<file path="config.mk">
export PLATFORM = sky130hd
export DESIGN_NAME = basic_skid_slice
export DESIGN_NICKNAME = d
export VERILOG_FILES = /design/src/rtl/basic_skid_slice_pkg.sv /design/src/rtl/basic_skid_slice_reg_en.sv /design/src/rtl/basic_skid_slice.sv
export SDC_FILE = /design/constraint.sdc
export NUM_CORES = 1
export LEC_CHECK = 0
export CORE_UTILIZATION = 52
export DETAILED_ROUTE_END_ITERATION = 16
export PLACE_DENSITY = 0.82
export SYNTH_ARGS = -nofsm -noshare
export SYNTH_HDL_FRONTEND = slang
export SYNTH_SLANG_ARGS = --single-unit
</file>
<file path="constraint.sdc">
create_clock -name CLK -period 4.11 [get_ports CLK]
set_input_delay 0.6165 -clock CLK [delete_from_list [all_inputs] [get_ports CLK]]
set_output_delay 0.6165 -clock CLK [all_outputs]
set_load 0.02 [all_outputs]
</file>
<file path="src/rtl/basic_skid_slice_pkg.sv">
// Purpose: shared state encodings and helpers for the basic_skid_slice register slice.
// Latency: n/a (types and functions only).
// Backpressure: n/a.
package basic_skid_slice_pkg;

    // Occupancy of the slice. 2'd3 is never produced and is decoded as EMPTY for recovery.
    typedef enum logic [1:0] {
        SKID_EMPTY = 2'd0,
        SKID_ONE   = 2'd1,
        SKID_FULL  = 2'd2
    } skid_state_e;

    localparam int          STALL_CNT_W   = 16;
    localparam logic [15:0] STALL_CNT_MAX = 16'hFFFF;

    // Saturating increment: holds at the maximum instead of wrapping to zero.
    function automatic logic [15:0] sat_inc16(input logic [15:0] v);
        return (v == STALL_CNT_MAX) ? v : v + 16'd1;
    endfunction

endpackage

</file>
<file path="src/rtl/basic_skid_slice_reg_en.sv">
// Purpose: payload register with load enable, cleared to zero by reset.
// Latency: 1 cycle from d/en to q.
// Backpressure: none; loads only when en is high, otherwise holds.
module basic_reg_en #(
    parameter int DW = 32
) (
    input  logic          CLK,
    input  logic          RSTn,
    input  logic          en,
    input  logic [DW-1:0] d,
    output logic [DW-1:0] q
);

    // Load on enable only, so X on d while idle never reaches q.
    always_ff @(posedge CLK or negedge RSTn) begin
        if (!RSTn) begin
            q <= '0;
        end else if (en) begin
            q <= d;
        end
    end

endmodule

</file>
<file path="src/rtl/basic_skid_slice.sv">
// Purpose: two-entry valid/ready skid slice; optional saturating stall counter under SKID_STALL_CNT_EN.
// Latency: 1 cycle, full throughput; s_ready and m_valid both come straight from flops.
// Backpressure: s_ready drops only when both entries are occupied; never combinational from m_ready.
module basic_skid_slice
    import basic_skid_slice_pkg::*;
#(
    parameter int DW = 32
) (
    input  logic          CLK,
    input  logic          RSTn,
    input  logic          s_valid,
    output logic          s_ready,
    input  logic [DW-1:0] s_data,
    output logic          m_valid,
    input  logic          m_ready,
    output logic [DW-1:0] m_data
`ifdef SKID_STALL_CNT_EN
    ,
    output logic [15:0]   stall_cnt
`endif
);

    skid_state_e   state_q, state_d;
    logic          s_ready_q, s_ready_d;
    logic          m_valid_q, m_valid_d;
    logic          push, pop;
    logic          main_en, skid_en, main_sel_skid;
    logic [DW-1:0] main_q, skid_q, main_in;

    assign push    = s_valid & s_ready_q;
    assign pop     = m_valid_q & m_ready;
    assign main_in = main_sel_skid ? skid_q : s_data;

    // Next occupancy, payload load enables and the registered handshake outputs.
    always_comb begin
        state_d       = state_q;
        main_en       = 1'b0;
        skid_en       = 1'b0;
        main_sel_skid = 1'b0;
        case (state_q)
            SKID_ONE: begin
                if (push && !pop) begin
                    state_d = SKID_FULL;
                    skid_en = 1'b1;
                end else if (pop && !push) begin
                    state_d = SKID_EMPTY;
                end else if (push && pop) begin
                    main_en = 1'b1;
                end
            end
            SKID_FULL: begin
                // s_ready is low here, so only a pop can move the slice.
                if (pop) begin
                    state_d       = SKID_ONE;
                    main_en       = 1'b1;
                    main_sel_skid = 1'b1;
                end
            end
            default: begin
                // EMPTY, and the unreachable 2'd3 encoding treated the same way.
                if (push) begin
                    state_d = SKID_ONE;
                    main_en = 1'b1;
                end
            end
        endcase
        s_ready_d = (state_d != SKID_FULL);
        m_valid_d = (state_d != SKID_EMPTY);
    end

    // Control flops; reset discards any in-flight beats and deasserts both handshakes.
    always_ff @(posedge CLK or negedge RSTn) begin
        if (!RSTn) begin
            state_q   <= SKID_EMPTY;
            s_ready_q <= 1'b0;
            m_valid_q <= 1'b0;
        end else begin
            state_q   <= state_d;
            s_ready_q <= s_ready_d;
            m_valid_q <= m_valid_d;
        end
    end

    basic_reg_en #(.DW(DW)) u_main (
        .CLK  (CLK),
        .RSTn (RSTn),
        .en   (main_en),
        .d    (main_in),
        .q    (main_q)
    );

    basic_reg_en #(.DW(DW)) u_skid (
        .CLK  (CLK),
        .RSTn (RSTn),
        .en   (skid_en),
        .d    (s_data),
        .q    (skid_q)
    );

    assign s_ready = s_ready_q;
    assign m_valid = m_valid_q;
    assign m_data  = main_q;

`ifdef SKID_STALL_CNT_EN
    logic [15:0] stall_cnt_q, stall_cnt_d;

    // Count cycles where a beat is offered downstream but not taken; saturate at all-ones.
    always_comb begin
        stall_cnt_d = stall_cnt_q;
        if (m_valid_q && !m_ready) begin
            stall_cnt_d = sat_inc16(stall_cnt_q);
        end
    end

    // Stall counter register.
    always_ff @(posedge CLK or negedge RSTn) begin
        if (!RSTn) begin
            stall_cnt_q <= '0;
        end else begin
            stall_cnt_q <= stall_cnt_d;
        end
    end

    assign stall_cnt = stall_cnt_q;
`endif

endmodule

</file>
==> metrics.txt <==
status=complete, no violations; # IOs=70; Post-CTS Resized=0; Inst Count DP=about 370; placed cell areas=around 3500 µm²; CTS sink cnt=68; worst r2r dst=u_main.q[2]; Final Non-Filler Cells=380; die area=5645 µm²; worst reg2reg path depth=5; Synth Area in XOR/XNOR=0; r2r startpoint=state_q[0]; compound-gate portion of the synthesized area=0.1021; total congestion overflow=0; slew margin rel.=0.2840; post-synthesis mux area share=0.1296; Core ar.=about 5100 µm²; Final Instance Area=3660 µm²; Via-to-Cell Ratio=roughly 5.5; number of antenna repair diodes=0; Post-Synthesis Cells=between 200 and 250; largest net degree at the start of global routing=44; post-synthesis adder-cell area fraction=0.01305; fill count=approximately 420; CTS clk-pin slew, worst paths=roughly 0.07 ns; most numerous cell in the Yosys netlist=dfrtp_1; Async SR Flop Fraction=1.000; hpwl dp=between 3000 and 4000 µm; Total GRT Usage=0.2221; Worst Hold Class=input pin to async pin; Die Height=approximately 75 µm; antenna-violating nets left=0; power per cell area=~850 nW/µm²; # port buffers=a little under 70; Mapped Avg Cell Area=between 10 and 15 µm²; maxcap violations=0; P&R area growth vs syn=31.58%; CTS Hold Bufs=0; top cells by instance count after synthesis=dfrtp_1, nor2_1, o22ai_1, mux2_2, buf_2; Arr. time, crit path=between 2 and 3 ns; Detailed Route WL=5652 µm; WS Path Type=input pin to flop; CTS Buffer Depth=2; share of cells above drive strength 1=0.1774; share of the synthesized area in the top cell type=0.6118; Syn. warnings=0; vias in the first global route=2050; Syn Std Cell Area=about 2800 µm²; initial antenna violation count=0; sequential-to-total area share from yosys stat=0.6118; clock root cell=clkbuf_8; final worst-path setup slack=1.795 ns; area leader, netlist=dfrtp_1; Final Net Count=344; first-pass GRT wire length=slightly above 9000 µm; gp weighted congestion=~0.69; post-CTS setup buffers=0; final core occ=0.7120; Initial Utilization=0.5411; cts bufs inserted=9; critical path required time=between 4 and 5 ns; Clk Latency, worst-skew pair=between 0.3 and 0.4 ns; Row Count=26; final hold vios=0; RSZ-0062 raised after global routing=no; Die Span X=75.14 µm; crit path capture type=flop; Synth cell types=27; Primary FF master, synth=dfrtp_1; Worst Setup Start Kind=input pin; Fin Setup TNS=0 ns; post-layout minimum cycle time=approximately 2.3 ns; EDFF count, synth=0; DRT Pass-1 Iters=6; Slew @ Worst Pin=roughly 1.1 ns; Post-route DRC=0; fmax=about 430 MHz; routed vias=about 2100; IR drop worst, VDD=roughly 430 µV; H-tree depth=3; Power Total=just over 3 mW; CTS tree=yes; Final setup violation count=0; syn nets=between 200 and 300; pre-CTS setup slack=~1.4 ns; Pleak=1.521 nW; Final Cycle Share=0.5632; top area cells in the synthesized netlist=dfrtp_1, mux2_2, nor2_1; largest family of logic cells by synthesized area=multiplexers; Clock Skew=between 0.004 and 0.005 ns; simple-gate share of the synthesized area=0.1165; drt wl/cell=about 15 µm; Max FO, Critical Path=32; reg2reg setup slack=about 1.9 ns; Starting DRT DRC Count=76; count of state elements after synthesis=68; Worst Hold Slack=0.4304 ns; Slew Limit Fails=0
## worst max-delay path, cell delays in order
cell and delay [ns]:
clkdlybuf4s50_1 0.50, and2_2 0.21, nand3_2 0.63, mux2_1 0.56
## how the worst max path moves through the flow
stage               startpoint            to  cells past startpoint
global placement       s_valid   u_skid.q[6]                      4
floorplan              s_valid  u_skid.q[10]                      4
finish                 s_valid   u_skid.q[6]                      4
global route           s_valid   u_skid.q[6]                      4
CTS                    s_valid   u_skid.q[6]                      4
detailed placement     s_valid   u_skid.q[6]                      4
## placed cells by master, fill, tap and decap left out, types with 2 or more instances in the layout
cell and instances:
nand2_1 2, o21ai_0 2, clkbuf_1 3, nor2_1 64
mux2_2 31, o22ai_1 32, dfrtp_1 68, clkinv_2 3
clkdlybuf4s50_1 68, buf_4 3, inv_1 2, clkbuf_8 9
ha_1 2, nand3_1 4
## metal layers
layer	GRT usage	share of wire	routed length [µm]	vias to the layer above
met5	0	0	0	-
met3	0.06292	0.047	268	8
li1	-	-	-	974
met4	0.08230	0.0096	54	0
met1	0.2756	0.44	2467	1041
met2	0.3734	0.51	2861	67
## power by group
part / internal (mW) / total, mW / leakage (nW) / switching [mW]
clock network: 0.213 / 0.437 / 0.0800 / 0.224
registers: 1.02 / 1.21 / 0.775 / 0.189
logic: 0.712 / 1.46 / 0.666 / 0.744
total: 1.94 / 3.10 / 1.52 / 1.16
## layout make-up
type / count / area (µm²) / area share
sequential: 68 / 1702 / 0.4650
multi-input combinational: 153 / 1005 / 0.2745
timing repair buffer: 72 / 708.2 / 0.1935
clock buffer: 12 / 135.1 / 0.03692
tap: 70 / 87.58 / 0.02393
clock inverter: 3 / 15.01 / 0.004103
inverter: 2 / 7.507 / 0.002051
## state kept, by name (all words and copies together), names as in the netlist
signal / flops
m_valid: 1
state_q: 2
s_ready: 1
u_main.q: 32
u_skid.q: 32
## kinds of logic (layout without fill, tap and decap cells)
group                      count (synthesis)  after routing
buffers and inverters                     14             89
DFF                                       68             68
and+or+nand+nor                           77             77
adders and majority gates                  3              3
muxes                                     32             32
AOI/OAI and AO/OA                         41             41
No activity file was read; power rests on OpenSTA's default activity.
